<file path="src/rtl/uart_pkg.sv">
// rtl/uart_pkg.sv - shared UART types and default constants
package uart_pkg;

  typedef enum logic [1:0] {IDLE, START, DATA, STOP} rx_state_t;

  localparam int UART_CLK_DIV    = 326;
  localparam int UART_OVERSAMPLE = 16;
  localparam int UART_DATA_BITS  = 8;

endpackage

</file>
<file path="src/rtl/baud_tick_gen.sv">
// rtl/baud_tick_gen.sv - free-running oversample tick generator
module baud_tick_gen #(
  parameter int CLK_DIV = 326
) (
  input  logic clock,
  input  logic reset,
  output logic tick
);

  localparam int            CW   = (CLK_DIV > 1) ? $clog2(CLK_DIV) : 1;
  localparam logic [CW-1:0] LAST = CW'(CLK_DIV - 1);

  logic [CW-1:0] r_cnt;
  logic          w_wrap;

  assign w_wrap = (r_cnt == LAST);
  assign tick   = w_wrap;

  always_ff @(posedge clock or negedge reset) begin
    if (!reset)      r_cnt <= '0;
    else if (w_wrap) r_cnt <= '0;
    else             r_cnt <= r_cnt + 1'b1;
  end

endmodule

</file>
<file path="src/rtl/receiver_system.sv">
// rtl/receiver_system.sv - 16x oversampling 8N1 UART receiver
module receiver_system
  import uart_pkg::*;
#(
  parameter int CLK_DIV    = UART_CLK_DIV,
  parameter int OVERSAMPLE = UART_OVERSAMPLE,
  parameter int DATA_BITS  = UART_DATA_BITS
) (
  input  logic                 clock,
  input  logic                 reset,
  input  logic                 rx,
  output logic [DATA_BITS-1:0] data_out,
  output logic                 rx_done,
  output logic                 frame_err,
  output logic                 busy
);

  localparam int            SW     = $clog2(OVERSAMPLE);
  localparam int            NW     = (DATA_BITS > 1) ? $clog2(DATA_BITS) : 1;
  localparam logic [SW-1:0] S_MID  = SW'(OVERSAMPLE / 2 - 1);
  localparam logic [SW-1:0] S_LAST = SW'(OVERSAMPLE - 1);
  localparam logic [NW-1:0] N_LAST = NW'(DATA_BITS - 1);

  logic                 r_rx_s1, r_rx_s2, r_rx_prev;
  logic                 w_tick, w_fall;
  rx_state_t            r_state, w_next;
  logic [SW-1:0]        r_s_cnt;
  logic [NW-1:0]        r_n_cnt;
  logic [DATA_BITS-1:0] r_shift, r_data;
  logic                 r_done, r_err;

  baud_tick_gen #(.CLK_DIV(CLK_DIV)) u_tick (
    .clock(clock),
    .reset(reset),
    .tick (w_tick)
  );

  // Synchronizer and edge-history flops reset high so release never looks like a start edge
  always_ff @(posedge clock or negedge reset) begin
    if (!reset) begin
      r_rx_s1   <= 1'b1;
      r_rx_s2   <= 1'b1;
      r_rx_prev <= 1'b1;
    end else begin
      r_rx_s1   <= rx;
      r_rx_s2   <= r_rx_s1;
      r_rx_prev <= r_rx_s2;
    end
  end

  assign w_fall = r_rx_prev & ~r_rx_s2;

  always_ff @(posedge clock or negedge reset) begin
    if (!reset) r_state <= IDLE;
    else        r_state <= w_next;
  end

  always_comb begin
    w_next = r_state;
    case (r_state)
      IDLE:    if (w_fall) w_next = START;
      START:   if (w_tick && r_s_cnt == S_MID) w_next = r_rx_s2 ? IDLE : DATA;
      DATA:    if (w_tick && r_s_cnt == S_LAST && r_n_cnt == N_LAST) w_next = STOP;
      STOP:    if (w_tick && r_s_cnt == S_LAST) w_next = IDLE;
      default: w_next = IDLE;
    endcase
  end

  always_comb begin
    busy = (r_state != IDLE);
  end

  always_ff @(posedge clock or negedge reset) begin
    if (!reset) begin
      r_s_cnt <= '0;
      r_n_cnt <= '0;
      r_shift <= '0;
      r_data  <= '0;
      r_done  <= 1'b0;
      r_err   <= 1'b0;
    end else begin
      r_done <= 1'b0;
      r_err  <= 1'b0;
      case (r_state)
        IDLE: if (w_fall) r_s_cnt <= '0;
        START: if (w_tick) begin
          if (r_s_cnt == S_MID) begin
            r_s_cnt <= '0;
            r_n_cnt <= '0;
          end else begin
            r_s_cnt <= r_s_cnt + 1'b1;
          end
        end
        DATA: if (w_tick) begin
          if (r_s_cnt == S_LAST) begin
            r_shift <= {r_rx_s2, r_shift[DATA_BITS-1:1]};
            r_s_cnt <= '0;
            if (r_n_cnt != N_LAST) r_n_cnt <= r_n_cnt + 1'b1;
          end else begin
            r_s_cnt <= r_s_cnt + 1'b1;
          end
        end
        STOP: if (w_tick) begin
          if (r_s_cnt == S_LAST) begin
            if (r_rx_s2) begin
              r_data <= r_shift;
              r_done <= 1'b1;
            end else begin
              r_err  <= 1'b1;
            end
            r_s_cnt <= '0;
          end else begin
            r_s_cnt <= r_s_cnt + 1'b1;
          end
        end
        default: r_s_cnt <= '0;
      endcase
    end
  end

  assign data_out  = r_data;
  assign rx_done   = r_done;
  assign frame_err = r_err;

endmodule

</file>
<file path="config.mk">
export PLATFORM = sky130hd
export DESIGN_NAME = receiver_system
export DESIGN_NICKNAME = d
export VERILOG_FILES = /design/src/rtl/uart_pkg.sv /design/src/rtl/baud_tick_gen.sv /design/src/rtl/receiver_system.sv
export SDC_FILE = /design/constraint.sdc
export NUM_CORES = 1
export LEC_CHECK = 0
export CAP_MARGIN = 0
export CORE_ASPECT_RATIO = 0.75
export CORE_MARGIN = 5
export CORE_UTILIZATION = 61
export DETAILED_ROUTE_END_ITERATION = 12
export PLACE_DENSITY = 0.92
export SYNTH_ARGS = -nofsm -noshare
export SYNTH_HDL_FRONTEND = slang
export SYNTH_SLANG_ARGS = --single-unit
export TNS_END_PERCENT = 10
</file>
<file path="constraint.sdc">
create_clock -name clock -period 4.6 [get_ports clock]
set_input_delay 1.38 -clock clock [delete_from_list [all_inputs] [get_ports clock]]
set_output_delay 1.38 -clock clock [all_outputs]
set_load 0.05 [all_outputs]
</file>
# [After elaboration in Yosys (flattened, before gate mapping)]
# Index checks and enable logic that the tools add are counted.
# W data, S select, Z words.
[word_totals] reg_bits=39 out_inout_bits=11
[op_classes] add_sub_neg=3 eq_ne=18 mux=27 bitwise=2 reduce_logical=12
[op_table] cell="$mux W4" n=5
[op_table] cell="$ne A2 B2 Y1 const B" n=9
[op_table] cell="$mux W3" n=5
[op_table] cell="$pmux W4 S3" n=1
[op_table] cell="$mux W2" n=5
[op_table] cell="$add A9 B1 Y9 const B" n=1
[op_table] cell="$eq A9 B9 Y1 const B" n=1
[op_table] cell="$mux W9" n=1
[op_table] cell="$mux W1" n=8
[op_table] cell="$pmux W2 S4" n=1
[op_table] cell="$reduce_and A4 Y1" n=2
[op_table] cell="$pmux W3 S2" n=1
[op_table] cell="$reduce_and A3 Y1" n=2
[op_table] cell="$reduce_and A6 Y1" n=1
[op_table] cell="$add A4 B1 Y4 const B" n=1
[op_table] cell="$eq A2 B2 Y1 const B" n=2
[op_table] cell="$eq A4 B3 Y1 const B" n=1
[op_table] cell="$eq A4 B4 Y1 const B" n=1
[op_table] cell="$reduce_bool A2 Y1" n=2
[op_table] cell="$add A3 B1 Y3 const B" n=1
[op_table] cell="$eq A3 B3 Y1 const B" n=1
[op_table] cell="$logic_and A1 B1 Y1" n=3
[op_table] cell="$ne A3 B3 Y1 const B" n=1
[op_table] cell="$eq A2 B1 Y1 const B" n=1
[op_table] cell="other kinds (5)" n=5

# [Logic depth before layout (Yosys ltp)]
# Gate-level depths: netlist of run 1.
[depth] depth_word=5 ltp_mapped=6 mapped_depth_nobuf=6

# [Cells and area by module]
# A second synthesis of run 1 with hierarchy kept.
[hier_totals] cells_unflattened=143 area_unflattened_um2=1754.2
[modules_own_cells] mod="receiver_system" n_inst=1 cells_per_inst=103 area_each_um2=1336.3 seq_area_each_um2=754.5
[modules_own_cells] mod="baud_tick_gen" n_inst=1 cells_per_inst=40 area_each_um2=417.9 seq_area_each_um2=225.2

# [Least setup slack after synthesis of run 1]
# No wires, ideal clock.
[synth_path] path_type="register to output" startpoint="register r_state[0]" endpoint="output busy" t_arrival_ps=1083 required_time_ps=3220 path_slack_ps=2137 stages_incl_launch_ff=4 n_path_buf=1 path_cell_list="dfrtp_1 -> clkbuf_1 -> nor2_1 -> inv_1"
[synth_via] elab_chain_cells=1
[synth_rtl] element="from (decl)" line_no="receiver_system.sv:26" rtl="rx_state_t r_state, w_next;"
[synth_rtl] element="from (signal assigned)" line_no="receiver_system.sv:55" rtl="else r_state <= w_next;"
[synth_rtl] element="$reduce_bool A2 Y1" line_no="receiver_system.sv:70" rtl="busy = (r_state != IDLE);"
[synth_rtl] element="to (decl)" line_no="receiver_system.sv:15" rtl="output logic busy"
# Every way passes these cells.

# [Worst setup path after layout of run 1]
# Ends and elaborated chain as after synthesis.

==> flow_summary.ini, run 1 <==
[worst_setup_path]
cp_slowest_cell = clkdlybuf4s50_1
slowest_delay_ns = 0.82
worstPathArrival_ns = 1.95
rr_endpoint = r_shift[7]$_DFFE_PN0P_
path_depth = 3
crit_family = buffers and inverters
reg2reg_depth = 6
crit_chain = nor2_1 > inv_1 > clkdlybuf4s50_1
worstSetupEndpointType = output pin
cp_max_fo = 12
path_buf_inv = 2
crit_required_ns = 3.22
regToRegSetupSlack_ns = 2.60
critPathKind = register to output pin
r2r-start = u_tick.r_cnt[1]$_DFF_PN0_
start_kind = register

[global_route]
gr-usage-met3 = 0.0651
top_usage_layer = met2
use_met1 = 0.214
track_usage = 0.188
grt_max_degree = 40
grt_use_met2 = 0.330
gr-total-overflow = 0
grt_pass1_wl_um = 5800
grt_pass1_vias = 1206
antenna_found_initial = 0

[die]
io_pins = 14
core_um2 = 2890
die_h_um = 57.2
start_util = 0.627
die_area_um2 = 4180
rows = 17
die_w_um = 73.0

[yosys]
ys_types = 40
yosys_warnings = 0
syn-num-nets = 152
ys_seq_elements = 39
post_synth.cell_area_avg_um2 = 12.6
syn_inst = 144
synth-seq-area-share = 0.540
synth_area_um2 = 1810

[power]
irDropWorstVdd_v = 0.000233
p_leak_uw = 0.000924
power_density_nw_per_um2 = 290
total_power_uw = 600

[cells_and_area]
nFillCells = 191
antenna_cells = 0
multi_input_area_um2 = 791
final_common_cell = dfrtp_1
drive_above_1_share = 0.228
area_growth_pct = 13.9
final_cell_mix = dfrtp_1 (36), mux2_2 (15), clkdlybuf4s50_1 (12)
layout.nets = 169
regArea_um2 = 980

[worst_hold_path]
hp-class = register to register
holdPathStages = 0
holdPathEnd = r_rx_s2$_DFF_PN1_
min-delay-start = r_rx_s1$_DFF_PN1_

[timing]
tightestPinTransition_ns = 0.809
max_freq_mhz = 300
rsz0062_at_grt = no
finalSetupTns_ns = 0
min_period_ns = 3.33
finalHoldViolCount = 0
clock-skew-final_ns = 0.00520
finalSetupViolations = 0
min_period_over_period = 0.724
relSlewSlack = 0.461
drv_slew = 0

[clock_tree]
cts_tree = done
clk-insertion-delay-late_ns = 0.29
clock-sinks = 39
cts_setup_buffers = 0
path_clk_slew_ns = 0.07
cts-resized-gates = 0
cts_hold_buf = 0
htree_num_levels = 2
root_buffer = clkbuf_8
cts_buffers = 5
cts.path.max_buffers = 2

[run_status]
run_status = completed

[drt]
via_per_inst = 5.92
dr.pass1.iters = 4
drc = 0
routedWlPerCell_um = 17.0
wl_um = 3400
vias = 1183
drt_iter0_markers = 56
postRouteAntennaNets = 0

[place]
io_buffers = 13
gp_congestion = 0.913
dp_hpwl_um = 2520

[job]
max_cap_violations = 0
-- per-layer routing --
layer  routed length, µm  up-vias
li1                    -      549
met1                1380      597
met2                1820       31
met3                 140        6
met4                  57        0
met5                   0        -
-- layout make-up --
cell class	count	area share
sequential	39	0.474
multi-input combinational	96	0.383
timing repair buffer	13	0.0606
clock buffer	8	0.0485
tap	38	0.0230
inverter	6	0.0109
-- report_power, final --
group,switching (µW),total [µW],internal (µW)
clock network,108,245,137
logic,6.54,8.05,1.51
registers,1.55,347,345
total,116,600,483
-- registers in the layout, indices dropped and copies added, names as in the netlist, named ones only --
register / count
r_n_cnt: 3
data_out: 8
r_rx_prev: 1
u_tick.r_cnt: 9
rx_done: 1
r_rx_s2: 1
r_s_cnt: 4
r_rx_s1: 1
r_shift: 8
frame_err: 1
r_state: 1
-- logic make-up after synthesis --
group,count (synthesis),synth area share
DFF,39,0.540
muxes,18,0.112
xor gates and xnor gates,9,0.0435
adders and majority gates,5,0.0345
AOI/OAI and AO/OA,17,0.0635
and+or+nand+nor,47,0.182
buffers and inverters,9,0.0241
-- metrics by stage --
stage	util	setup WS (ns)	hold slack (ns)	instances	cell area, µm²
finish	0.714	1.27	0.357	200	2070
detailed placement	0.679	1.59	0.349	192	1970
global route	0.714	1.17	0.366	200	2070
floorplan	-	2.14	0.345	144	1810
CTS	0.714	1.27	0.358	200	2070
global placement	0.679	1.67	0.345	192	1970
-- Yosys cell counts --
master | n | area [µm²]
o21ai_0 | 3 | 15.0
nand2b_1 | 1 | 6.26
a21oi_1 | 2 | 10.0
nand2_2 | 1 | 6.26
a32o_1 | 2 | 20.0
o31ai_1 | 1 | 7.51
and2_1 | 1 | 6.26
clkbuf_1 | 2 | 7.51
nor4b_1 | 1 | 8.76
dfrtp_1 | 36 | 901
o21bai_1 | 1 | 7.51
nand4bb_4 | 2 | 55.1
a211oi_1 | 1 | 7.51
nor3b_1 | 1 | 7.51
nor2_1 | 9 | 33.8
and2b_2 | 1 | 8.76
and4_1 | 1 | 8.76
and4bb_2 | 1 | 12.5
clkbuf_8 | 1 | 13.8
inv_1 | 6 | 22.5
nand3_1 | 9 | 45.0
nor4_4 | 1 | 21.3
xnor2_1 | 6 | 52.6
a31oi_1 | 5 | 31.3
a22oi_1 | 1 | 7.51
nor4bb_1 | 1 | 10.0
nor2_2 | 1 | 6.26
a311oi_1 | 1 | 8.76
dfstp_2 | 3 | 78.8
and3_1 | 3 | 18.8
and3_2 | 2 | 15.0
mux2_4 | 1 | 15.0
nand3_4 | 1 | 17.5
mux2_2 | 15 | 169
ha_1 | 5 | 62.6
xor2_1 | 3 | 26.3
nand2_1 | 7 | 26.3
mux2i_1 | 2 | 20.0
nor4_1 | 1 | 6.26
nor3_1 | 2 | 10.0
-- how the worst max path moves through the flow --
| stage | slack, ns | from | end |
|---|---|---|---|
| after floorplan | 2.14 | r_state[0]$_DFFE_PN0P_ | busy |
| after CTS | 1.27 | r_state[0]$_DFFE_PN0P_ | busy |
| after global placement | 1.67 | r_state[0]$_DFFE_PN0P_ | busy |
| after detailed placement | 1.59 | r_state[0]$_DFFE_PN0P_ | busy |
| after global routing | 1.17 | r_state[0]$_DFFE_PN0P_ | busy |
| final | 1.27 | r_state[0]$_DFFE_PN0P_ | busy |
No activity file was read; power rests on OpenSTA's default activity.
==> run 2, diff against run 1 <==
--- a/config.mk
+++ b/config.mk
@@ -8,9 +8,9 @@
 export CAP_MARGIN = 0
 export CORE_ASPECT_RATIO = 0.75
 export CORE_MARGIN = 5
-export CORE_UTILIZATION = 61
+export CORE_UTILIZATION = 57
 export DETAILED_ROUTE_END_ITERATION = 12
-export PLACE_DENSITY = 0.92
+export PLACE_DENSITY = 0.87
 export SYNTH_ARGS = -nofsm -noshare
 export SYNTH_HDL_FRONTEND = slang
 export SYNTH_SLANG_ARGS = --single-unit
==> constraint.sdc (replaced) <==
create_clock -name clock -period 3.3 [get_ports clock]
set_input_delay 0.99 -clock clock [delete_from_list [all_inputs] [get_ports clock]]
set_output_delay 0.99 -clock clock [all_outputs]
set_load 0.05 [all_outputs]
==> run 2 against run 1 <==
Compared with the run above: register-to-register slack lost 1.3 ns; clock skew up 0.0029 ns; hold slack got worse by 0.0015 ns; critical endpoint unchanged; non-clock buffer count is the same; largest power group unchanged; first-iteration DRC count rose by 16%; die area rose by 5.9%; sequential power up 39%; critical path depth stayed put.
==> flow_summary.ini, run 2 (synthesis results as in run 1) <==
[clock_tree]
cts_buffers = 5
cts-resized-gates = 0
clock-sinks = 39
root_buffer = clkbuf_8
cts_hold_buf = 0
cts_setup_buffers = 0
clk-insertion-delay-late_ns = 0.29
cts.path.max_buffers = 2
path_clk_slew_ns = 0.07
htree_num_levels = 2
cts_tree = done

[worst_setup_path]
slowest_delay_ns = 0.82
cp_max_fo = 12
worstPathArrival_ns = 1.96
crit_required_ns = 2.31
start_kind = register
path_buf_inv = 2
cp_slowest_cell = clkdlybuf4s50_1
crit_family = buffers and inverters
critPathKind = register to output pin
crit_chain = nor2_1 > inv_1 > clkdlybuf4s50_1
worstSetupEndpointType = output pin

[drt]
dr.pass1.iters = 4
drt_iter0_markers = 65
vias = 1151
postRouteAntennaNets = 0
wl_um = 3360
via_per_inst = 5.76
routedWlPerCell_um = 16.8
drc = 0

[timing]
finalSetupViolations = 0
tightestPinTransition_ns = 0.845
rsz0062_at_grt = no
relSlewSlack = 0.437
clock-skew-final_ns = 0.00813
min_period_ns = 2.95
min_period_over_period = 0.893
drv_slew = 0
finalHoldViolCount = 0
finalSetupTns_ns = 0
max_freq_mhz = 339

[power]
p_leak_uw = 0.000921
irDropWorstVdd_v = 0.000245
power_density_nw_per_um2 = 396

[die]
die_area_um2 = 4420
rows = 17
die_w_um = 75.1
core_um2 = 3000
io_pins = 14
start_util = 0.605
die_h_um = 58.9

[cells_and_area]
multi_input_area_um2 = 791
regArea_um2 = 980
nFillCells = 210
largest_reg_flops = 9
final_cell_mix = dfrtp_1 (36), mux2_2 (15), clkdlybuf4s50_1 (12)
fin_area_um2 = 2060
antenna_cells = 0
final_common_cell = dfrtp_1
layout.nets = 169
largest-register = u_tick.r_cnt
drive_above_1_share = 0.228
area_growth_pct = 13.4

[run_status]
run_status = completed

[place]
gp_congestion = 0.837
io_buffers = 13
dp_hpwl_um = 2490
placed_area_um2 = 1970

[global_route]
gr-total-overflow = 0
grt_pass1_vias = 1170
antenna_found_initial = 0
track_usage = 0.175
grt_max_degree = 40
grt_pass1_wl_um = 5690

[worst_hold_path]
hp-class = register to register

[job]
max_cap_violations = 0
## run 2: cell types whose count changed in the layout (fill, tap and decap cells not counted)
cell / change
clkinv_2: +1
clkbuf_8: -1
## run 2: worst register-to-register path, cell delays in order (launching register included)
cell,delay (ns)
dfrtp_1,0.39
inv_1,0.06
ha_1,0.20
nand4bb_4,0.18
nor2_2,0.43
nand3_4,0.24
mux2_4,0.35
## run 2: final timing paths
check,from,endpoint,slack (ns),depth (start not counted)
setup reg to reg,u_tick.r_cnt[1]$_DFF_PN0_,r_shift[7]$_DFFE_PN0P_,1.32,6
hold / removal,r_rx_s1$_DFF_PN1_,r_rx_s2$_DFF_PN1_,0.36,0
max in group asynchronous,reset,data_out[6]$_DFFE_PN0P_,1.96,1
setup / recovery,r_state[0]$_DFFE_PN0P_,busy,0.35,3
min in group asynchronous,reset,r_s_cnt[0]$_DFFE_PN0P_,0.81,1
hold reg to reg,r_rx_s1$_DFF_PN1_,r_rx_s2$_DFF_PN1_,0.36,0
## run 2: where the power goes
part / total [µW] / switching (µW) / internal (µW)
clock: 320 / 152 / 168
sequential: 483 / 2.12 / 481
combinational: 11.4 / 9.31 / 2.09
## run 2: cell type report
type                    count  share of cell area
clock inverters             1             0.00243
inverters                   6              0.0109
well taps                  38              0.0231
repair buffers             13              0.0608
multi-input cells          96               0.384
flip-flops and latches     39               0.476
clock buffers               7              0.0420
## run 2: through the flow
step	total power, µW	utilization	setup WS, ns	cells	hold WS (ns)
final	815	0.686	0.353	200	0.356
after floorplan	493	-	1.23	144	0.345
after global placement	504	0.655	0.751	192	0.346
after CTS	823	0.686	0.359	200	0.357
after detailed placement	504	0.655	0.686	192	0.347
after global routing	848	0.686	0.267	200	0.361
## run 2: metal layers
layer | up-vias | global-route usage | routed length [µm]
met5 | - | 0 | 0
met4 | 0 | 0.0599 | 28
met3 | 4 | 0.0478 | 123
met2 | 15 | 0.300 | 1760
met1 | 579 | 0.213 | 1440
li1 | 553 | - | -
